## src/rtl/floo_test_node_ctrl.sv

```systemverilog
// Completion and monitor controller for multi-channel NoC test nodes.
// Counts beats and latches per-channel done, then drains, stops, or times out.
module floo_test_node_ctrl #(
  parameter int unsigned NumChannels    = 2,
  parameter int unsigned CntWidth       = 32,
  parameter int unsigned DrainCycles    = 1000,
  parameter int unsigned WatchdogCycles = 100000
) (
  input  logic                            clk_i,
  input  logic                            rst_i,
  input  logic                            en_i,
  input  logic [NumChannels-1:0]          ch_valid_i,
  input  logic [NumChannels-1:0]          ch_ready_i,
  input  logic [NumChannels-1:0]          ch_done_i,
  output logic [NumChannels*CntWidth-1:0] beat_cnt_o,
  output logic [CntWidth-1:0]             run_cycles_o,
  output logic                            all_done_o,
  output logic                            stop_o,
  output logic                            timeout_o,
  output logic [2:0]                      state_o
);

  localparam int unsigned DrainMax = (DrainCycles > 0) ? DrainCycles : 1;
  localparam int unsigned DrainW   = $clog2(DrainMax + 1);
  localparam int unsigned WdMax    = (WatchdogCycles > 0) ? WatchdogCycles : 1;
  localparam int unsigned WdW      = $clog2(WdMax + 1);
  localparam bit          WdEn     = (WatchdogCycles > 0);

  localparam logic [DrainW-1:0] DrainLoad = DrainW'(DrainCycles);
  localparam logic [DrainW-1:0] DrainOne  = DrainW'(1);
  localparam logic [WdW-1:0]    WdLast    = WdW'(WdMax - 1);
  localparam logic [WdW-1:0]    WdOne     = WdW'(1);
  localparam logic [CntWidth-1:0] CntOne  = CntWidth'(1);
  localparam logic [CntWidth-1:0] CntMax  = {CntWidth{1'b1}};

  typedef enum logic [2:0] {
    S_IDLE    = 3'd0,
    S_RUN     = 3'd1,
    S_DRAIN   = 3'd2,
    S_STOPPED = 3'd3,
    S_TIMEOUT = 3'd4
  } state_e;

  state_e                 r_state;
  logic [DrainW-1:0]      r_drain;
  logic [WdW-1:0]         r_wd;
  logic [NumChannels-1:0] r_done;
  logic [CntWidth-1:0]    r_run;
  logic                   r_all_done;
  logic                   r_stop;
  logic                   r_timeout;

  logic                   w_active;
  logic [NumChannels-1:0] w_beat;
  logic                   w_any_beat;
  logic [NumChannels-1:0] w_done_next;

  assign w_active    = (r_state == S_RUN) || (r_state == S_DRAIN);
  assign w_beat      = ch_valid_i & ch_ready_i;
  assign w_any_beat  = |w_beat;
  assign w_done_next = r_done | ch_done_i;

  for (genvar i = 0; i < NumChannels; i++) begin : g_ch
    logic [CntWidth-1:0] r_cnt;

    always_ff @(posedge clk_i or posedge rst_i) begin
      if (rst_i) begin
        r_cnt <= '0;
      end else if (w_active && w_beat[i] && (r_cnt != CntMax)) begin
        r_cnt <= r_cnt + CntOne;
      end
    end

    assign beat_cnt_o[i*CntWidth +: CntWidth] = r_cnt;
  end

  // all_done tracks &r_done so the FSM can act on it the following cycle
  always_ff @(posedge clk_i or posedge rst_i) begin
    if (rst_i) begin
      r_done     <= '0;
      r_all_done <= 1'b0;
      r_run      <= '0;
    end else if (w_active) begin
      r_done     <= w_done_next;
      r_all_done <= &w_done_next;
      if (r_run != CntMax) begin
        r_run <= r_run + CntOne;
      end
    end
  end

  always_ff @(posedge clk_i or posedge rst_i) begin
    if (rst_i) begin
      r_state   <= S_IDLE;
      r_drain   <= '0;
      r_wd      <= '0;
      r_stop    <= 1'b0;
      r_timeout <= 1'b0;
    end else begin
      r_stop <= 1'b0;
      unique case (r_state)
        S_IDLE: begin
          if (en_i) begin
            r_state <= S_RUN;
            r_wd    <= '0;
          end
        end
        S_RUN: begin
          if (r_all_done) begin
            r_state <= S_DRAIN;
            r_drain <= DrainLoad;
            r_stop  <= (DrainCycles == 0);
          end else if (WdEn && !w_any_beat && (r_wd == WdLast)) begin
            r_state   <= S_TIMEOUT;
            r_timeout <= 1'b1;
          end else if (w_any_beat) begin
            r_wd <= '0;
          end else begin
            r_wd <= r_wd + WdOne;
          end
        end
        // stop is raised for the last drain cycle, the one that leaves DRAIN
        S_DRAIN: begin
          if (r_drain == '0) begin
            r_state <= S_STOPPED;
          end else begin
            r_drain <= r_drain - DrainOne;
            r_stop  <= (r_drain == DrainOne);
          end
        end
        default: begin
        end
      endcase
    end
  end

  assign run_cycles_o = r_run;
  assign all_done_o   = r_all_done;
  assign stop_o       = r_stop;
  assign timeout_o    = r_timeout;
  assign state_o      = r_state;

endmodule

```

## config.mk

```make
export PLATFORM = sky130hd
export DESIGN_NAME = floo_test_node_ctrl
export DESIGN_NICKNAME = d
export VERILOG_FILES = /design/src/rtl/floo_test_node_ctrl.sv
export SDC_FILE = /design/constraint.sdc
export NUM_CORES = 1
export LEC_CHECK = 0
export ABC_AREA = 1
export CAP_MARGIN = 20
export CELL_PAD_IN_SITES_DETAIL_PLACEMENT = 1
export CELL_PAD_IN_SITES_GLOBAL_PLACEMENT = 2
export CORE_UTILIZATION = 30
export DETAILED_ROUTE_END_ITERATION = 8
export HOLD_SLACK_MARGIN = 0.05
export PLACE_DENSITY_LB_ADDON = 0.1
export RECOVER_POWER = 50
export SKIP_LAST_GASP = 1
export SYNTH_ARGS = -nofsm -noshare
export SYNTH_HDL_FRONTEND = slang
export SYNTH_SLANG_ARGS = --single-unit
export TNS_END_PERCENT = 10
```

## constraint.sdc

```tcl
create_clock -name clk_i -period 12.3 [get_ports clk_i]
set_input_delay 2.46 -clock clk_i [delete_from_list [all_inputs] [get_ports clk_i]]
set_output_delay 2.46 -clock clk_i [all_outputs]
set_load 0.05 [all_outputs]
```

* Word-level counts from Yosys, hierarchy flattened
Cells that the tools add are included.
** Word-level totals
- Bits of input ports :: 9
- Output and inout bits :: 102
- Register bits :: 131
** Operators by class
- Reduce and logical (&&, ||, !) cells :: 19
- Bitwise operators :: 3
- Eq/ne operators :: 14
- Mux-type cells :: 15
- Add/subtract/negate cells :: 5
** Operators with widths (count)
- 32-bit by 1-bit adder with 32-bit output, second input constant :: 3
- 32-bit inequality test, second input constant :: 3
- 17-bit two-way mux :: 4
- 17-bit case mux with 2 select lines :: 1
- 10-bit two-way mux :: 2
- 10-bit case mux with 2 select lines :: 1
- 17-bit by 1-bit adder with 17-bit output, second input constant :: 1
- 17-bit equality test, second input constant :: 1
- 3-bit two-way mux :: 4
- 10-bit by 1-bit equality test with 1-bit output, second input constant :: 1
- 10-bit zero test :: 1
- 2-bit inequality test, second input constant :: 5
- 10-bit by 1-bit subtractor with 10-bit output, second input constant :: 1
- 3-bit case mux with 3 select lines :: 1
- 4-bit AND reduction :: 2
- 3-bit AND reduction :: 2
- 1-bit logical AND :: 5
- 2-bit AND reduction :: 2
- 2-bit nonzero test :: 2
- 3-bit by 1-bit equality test with 1-bit output, second input constant :: 1
- 3-bit by 2-bit equality test with 1-bit output, second input constant :: 1
- 3-bit zero test :: 1
- 3-bit by 2-bit inequality test with 1-bit output, second input constant :: 1
- 3-bit nonzero test :: 1
- 8 further kinds :: 9

* Depth between registers and ports, before layout
Gate-level depths: netlist (run 1).
- Depth in word-level cells :: 7
- Depth in mapped cells :: 11
- Mapped depth without buffers :: 10

* Worst setup path before layout (run 1)
No wires, ideal clock.
- Kind :: input -> register
- Start :: input port ch_valid_i[0]
- End :: register r_wd[0]
- Stages on the path :: 9
- Path slack :: 8807 ps
- Library setup time :: 126 ps
- Arrival :: 3366 ps
- Cells stage by stage :: nand2_1 -> nand2_1 -> nor2_1 -> nand3_1 -> nor2_2 -> nor2_4 -> buf_2 -> nand2_1 -> o21ai_0
** On the way
- Cells in the longest elaborated chain, start to end :: 6
- Elaborated cells on any way between the ends :: 10
- Those cells by class :: 1 x eq/ne; 4 x mux; 1 x bitwise; 4 x reduce/logical
** Ends and longest elaborated chain
- start: declaration :: RTL line 12 : input logic [NumChannels-1:0] ch_valid_i,
- 2-bit bitwise AND (*) :: RTL line 59 : assign w_beat = ch_valid_i & ch_ready_i;
- 2-bit OR reduction (*) :: RTL line 60 : assign w_any_beat = |w_beat;
- 17-bit two-way mux or 1-bit zero test (tied branches) :: RTL line 116, 113
- 17-bit two-way mux or 1-bit logical AND (tied branches) :: RTL line 113 : end else if (WdEn && !w_any_beat && (r_wd == WdLast)) begin
- 17-bit two-way mux or 2-bit inequality test (tied branches)
- 17-bit case mux with 2 select lines or 4-bit AND reduction (tied branches)
- end signal: assignment :: RTL line 119 : r_wd <= r_wd + WdOne;
- end: declaration :: RTL line 46 : logic [WdW-1:0] r_wd;
Mark *: on every way between the ends. The rest lies on a longest branch, timed or not. The select of a mux whose other input is x is not followed.
A chain may end at the register's enable or synchronous reset.

* Final worst setup path (run 1)
- Start :: input port ch_ready_i[0]
- End :: register g_ch[0].r_cnt[28]
** On the way
- Cells in the longest elaborated chain, start to end :: 3
** Ends and longest elaborated chain
- start: declaration :: RTL line 13 : input logic [NumChannels-1:0] ch_ready_i,
- 2-bit bitwise AND :: RTL line 59
- 1-bit logical AND (2 in series) :: RTL line 69 : end else if (w_active && w_beat[i] && (r_cnt != CntMax)) begin
- end signal: assignment :: RTL line 70 : r_cnt <= r_cnt + CntOne;
- end: declaration :: RTL line 64 : logic [CntWidth-1:0] r_cnt;
No other way between the ends.

==> results.tsv, run 1 <==
metric	value	unit
htreeDepth	4	
synth_top_area_cell	dfrtp_1	
vias_per_cell	4.61	
relSlewSlack	-1.27	
synth_fa_ha_area_frac	0.00874	
synth_async_sr_flop_share	1.00	
synth_cell_types	36	
drt-initial-drc-count	289	
track_usage	0.193	
place_inst	1732	
required	12610	ps
crit_top_cell	nand2_1	
place.gp.congestion	0.798	
cts_resized	0	
postLayoutCoreUtil	0.375	
avgSynthCellArea	6.80	um2
clock.fmax	0.171	GHz
hold_end	r_done[0]	
grt_remaining_overflow	0	
cts_setup_buffers	0	
antenna_found_initial	2	
synth_mux_area_frac	0	
drc	0	
rsz0062_at_grt	false	
endpoint_kind	register	
synth-simple-area-share	0.450	
hpwl	20.1	mm
diodes	0	
tns	0	ps
cts_tree	done	
synth_compound_area_frac	0.0344	
hp-start	r_done[0]	
yosysTopAreaCellShare	0.382	
rows	61	
synth_area_leaders	dfrtp_1 38%, nand2_1 25%, nor2_1 8.0%	
synth_top_family_by_area	simple AND/OR/NAND/NOR gates	
hold_violations	0	
p_total	0.969	mW
synth.cell_area	0.00859	mm2
r2r-end	g_ch[0].r_cnt[28]	
cts_sinks	131	
yosysWarnings	0	
setup_violations	0	
via_count	8138	
postRouteAntennaNets	0	
violations	max-capacitance violations, max-slew violations	
hold_class	reg2reg	
synthCells	1263	
grt_max_degree	73	
synth_flop_cell	dfrtp_1	
worstMarginPinSlew	3380	ps
cap_violations	2	
drive_above_1_share	0.0613	
period_needed	5830	ps
grt_pass1_wl	44.2	mm
worst-path-max-fanout	35	
synth_nets	1278	
coreArea	0.0280	mm2
drt_wl_total	26.7	mm
hold_depth	1	
io_buffers	110	
rrSetupSlack	7850	ps
finClkSkew	15.0	ps
finalNonFillerCells	1764	
cp_data_arrival_time	6140	ps
drt_pass1_iterations	4	
status	finished with violations	
ios	111	
dieArea	0.0293	mm2
cp-start-kind	input port	
clockBufferDepth	2	
r2r_cells	10	
crit_slowest_cell	clkinvlp_2	
area_growth_syn_to_layout	22.3	%
numCtsBuffers	17	
postCtsHoldBufs	0	
fill_cells	3615	
crit_type	in2reg	
insertion_delay	440	ps
power_density	92.2	mW/mm2
finalNetCount	1388	
cts.reportedPaths.clkPinSlew	60	ps
slew_violations	102	
root_buffer	clkbuf_16	
grt_pass1_vias	8433	
die_width	171	um
setup_ws	6470	ps
synth_seq_cells	131	
start_util	0.307	
ir_worst_vdd	0.0941	mV
avgRoutedWirePerCell	15.2	um
synth_edf_count	0	
synth_seq_area_share	0.382	
dp_worst_setup_slack	7820	ps
critical_path.max_stage_delay	1580	ps
period_share	0.474	
r2r-start	g_ch[0].r_cnt[0]	
synthXorXnorAreaFrac	0.0663	
die_h	171	um
crit_path_cell_trace	dlygate4sd3_1 -> nand2_1 -> nor2_1 -> nand2_1 -> clkinvlp_2 -> nand2_1 -> nand2_1	
leakagePower	4.57	nW
area by class of cell:
cell class                 instances  area, um2  share of cell area
clock buffer                      21        460              0.0438
multi-input combinational       1024       4720               0.449
tap                              378        473              0.0450
timing repair buffer             111       1110               0.106
clock inverter                    11        129              0.0123
sequential                       131       3280               0.312
inverter                          88        337              0.0320
cell families after synthesis:
kind of cell / Yosys count
buffers and inverters: 108
adder cells (fa/ha/maj): 6
XOR/XNOR: 65
flip-flops: 131
AND/OR/NAND/NOR: 901
AO/OA/AOI/OAI: 52
critical path: cells and delay by family:
family	cells	cell delay, ps
buffers and inverters	2	2110
and+or+nand+nor	5	1550
flip-flops by register name, indices dropped and copies added (netlist names):
signal        flops
stop_o            1
r_done            2
r_wd             17
r_drain          10
run_cycles_o     32
g_ch.r_cnt       64
timeout_o         1
state_o           3
all_done_o        1
Yosys cell counts, types with 6 or more instances:
library cell and count:
nand2_4 8, ha_1 6, nand2_1 562, o21ai_1 12, nor3_2 7, nand4_1 17
nand3b_1 9, inv_1 81, nand3_1 55, xor2_1 31, nor2_1 182, nor2_2 6
o21ai_0 27, buf_6 8, nor2_4 8, buf_4 7, xnor2_1 34, nand2_2 20
nor3_1 18, dfrtp_1 131
placed cells by master (no fill, tap or decap), types with 6 or more instances in the layout:
cell             netlist  layout
clkbuf_16              0      17
clkdlybuf4s50_1        0     105
dfrtp_1              131     131
ha_1                   6       6
inv_1                 81      80
nand2_1              562     566
nand2_2               20      19
nand2_4                8       6
nand3_1               55      55
nand3b_1               9       9
nand4_1               17      17
nor2_1               182     186
nor2_4                 8       7
nor3_1                18      18
nor3_2                 7       7
o21ai_0               27      36
xnor2_1               34      34
xor2_1                31      31
metrics by stage:
stage	hold WS, ps	cell area, um2
final	466	10500
after global routing	491	10500
after CTS	468	10600
after global placement	439	10000
after detailed placement	447	10000
after floorplan	429	8590
where the power goes:
group / switching, mW / internal (mW) / leakage, nW
clock: 0.214 / 0.310 / 0.272
sequential: 0 / 0.431 / 1.78
combinational: 0.0114 / 0.00267 / 2.52
worst max path at each step:
stage	startpoint	to	slack, ps
2_1_floorplan	rst_i	all_done_o	6340
4_1_cts	g_ch[1].r_cnt[14]	beat_cnt_o[46]	8020
6_report	ch_ready_i[0]	g_ch[0].r_cnt[28]	6470
3_5_place_dp	ch_valid_i[1]	r_wd[16]	7820
3_3_place_gp	ch_valid_i[1]	r_wd[2]	7880
5_1_grt	ch_ready_i[0]	g_ch[0].r_cnt[22]	6080
routing by layer:
metal | vias up | part of all wire | global-route usage | routed length [um]
met5 | - | 0.00049 | 0 | 13
met4 | 2 | 0.013 | 0.0509 | 339
met3 | 28 | 0.023 | 0.0283 | 606
met2 | 81 | 0.47 | 0.324 | 12600
met1 | 3887 | 0.49 | 0.258 | 13100
li1 | 4140 | - | - | -
Power figures use the tool's default switching activity.
==> run 2, diff against run 1 <==
- CORE_UTILIZATION: 30 -> 28
- clock period: 12.3 -> 5.1 ns (I/O delays scaled with it)
==> run 2 against run 1 <==
- the run still ends with max-capacitance violations, max-slew violations left
- cell area grew 0.37%
- sequential share of layout area shrank 0.11 points
- worst setup slack lost 4700 ps
- core utilization shrank 2.2 points
- non-clock buffer count grew 1
- combinational power grew to 2.5 times the previous value
- final cell count grew 0.74%
- clock power grew to 2.5 times the previous value
- register-to-register slack lost 6000 ps
- routed wire length grew 2.5%
- highest routed layer is now met4
==> results.tsv, run 2 (synthesis results as in run 1) <==
metric	value	unit
place_inst	1745	
grt_max_degree	96	
io_buffers	110	
grt_remaining_overflow	0	
clock.fmax	0.304	GHz
finalNetCount	1389	
cap_violations	1	
cts_tree	done	
layout_common_cells	571 x nand2_1, 187 x nor2_1, 131 x dfrtp_1, 106 x clkdlybuf4s50_1, 80 x inv_1	
period_needed	3290	ps
hpwl	20.3	mm
internal_power	1.87	mW
antenna_found_initial	0	
vias_per_cell	4.59	
clockBufferDepth	2	
largest_reg_flops	64	
grt_busiest_layer	met2	
worst-path-max-fanout	37	
p_switching	0.533	mW
top_register	g_ch.r_cnt	
root_buffer	clkbuf_16	
violations	max-capacitance violations, max-slew violations	
final_area	0.0105	mm2
avgRoutedWirePerCell	15.4	um
leakagePower	4.60	nW
crit_type	reg2reg	
grt_use_met1	0.248	
period_share	0.646	
cts_sinks	131	
worstMarginPinSlew	2290	ps
status	finished with violations	
ir_worst_vdd	0.192	mV
drt_pass1_iterations	4	
hold_violations	0	
p_clk_frac	0.552	
htreeDepth	4	
setup_violations	0	
coreArea	0.0299	mm2
use_met2	0.311	
relSlewSlack	-0.530	
drive_above_1_share	0.0584	
insertion_delay	430	ps
power_density	227	mW/mm2
endpoint_kind	register	
hold_class	reg2reg	
switching_share	0.222	
rrSetupSlack	1810	ps
cp_data_arrival_time	3600	ps
numCtsBuffers	17	
area_growth_syn_to_layout	22.7	%
tns	0	ps
track_usage	0.185	
grt_util_met3	0.0258	
cp-start-kind	register	
dieArea	0.0314	mm2
finalNonFillerCells	1777	
drt_wl_total	27.4	mm
via_count	8153	
r2r_cells	10	
seq_power_share	0.433	
postRouteAntennaNets	0	
placed_area	0.0100	mm2
ios	111	
cts.reportedPaths.clkPinSlew	60	ps
mostFrequentLayoutCell	nand2_1	
grt_pass1_wl	45.5	mm
r2r-end	g_ch[1].r_cnt[22]	
required	5410	ps
place.gp.congestion	0.792	
hp-start	r_done[0]	
die_h	177	um
cts_setup_buffers	0	
grt_pass1_vias	8565	
drc	0	
hold_end	r_done[0]	
diodes	0	
die_width	177	um
rows	63	
cts_resized	0	
slew_violations	96	
hold_depth	1	
drt-initial-drc-count	350	
share_comb_of_total_power	0.015	
r2r-start	g_ch[1].r_cnt[0]	
rsz0062_at_grt	false	
postCtsHoldBufs	0	
finClkSkew	9.35	ps
start_util	0.288	
## run 2: critical path, stage by stage (launching register included)
cell and delay, ps:
dfrtp_1 460, ha_1 300, inv_1 80, nor2_1 230, nand2_1 250, nor2_1 260
nand2_2 70, nand2_1 960, inv_4 330, nand2_1 180, nand2_1 60
## run 2: layer usage
layer	share of wire	vias to the layer above
met5	0	-
met4	0.0098	0
met3	0.021	17
met2	0.47	86
met1	0.50	3909
li1	-	4141
## run 2: layout make-up
cell class / instances / area (um2)
sequential: 131 / 3280
tap: 390 / 488
timing repair buffer: 112 / 1120
inverter: 88 / 342
clock buffer: 23 / 488
clock inverter: 9 / 126
multi-input combinational: 1024 / 4710
fill: 3778 / 19300
## run 2: how the worst max path moves through the flow
stage | slack, ps | start | depth (start not counted) | to
2_1_floorplan | 580 | rst_i | 1 | all_done_o
3_3_place_gp | 2110 | ch_valid_i[0] | 10 | r_wd[2]
3_5_place_dp | 2030 | ch_ready_i[0] | 10 | r_wd[14]
4_1_cts | 2270 | run_cycles_o[18] | 1 | run_cycles_o[18]
5_1_grt | 1290 | g_ch[1].r_cnt[0] | 10 | g_ch[1].r_cnt[25]
6_report | 1810 | g_ch[1].r_cnt[0] | 10 | g_ch[1].r_cnt[22]
## run 2: power by group through the flow
stage | registers, mW | clock network [mW] | logic [mW]
global placement | 1.06 | 0 | 0.0396
floorplan | 1.06 | 0 | 0.0203
CTS | 1.04 | 1.36 | 0.0401
finish | 1.04 | 1.32 | 0.0356
detailed placement | 1.06 | 0 | 0.0400
global route | 1.04 | 1.40 | 0.0426
## run 2: metrics by stage
step	power, mW	utilization	hold slack, ps	setup WS, ps
after floorplan	1.08	-	429	582
after global placement	1.10	0.336	439	2110
after detailed placement	1.10	0.336	451	2030
after CTS	2.44	0.356	467	2270
after global routing	2.48	0.353	483	1290
final	2.40	0.353	466	1810
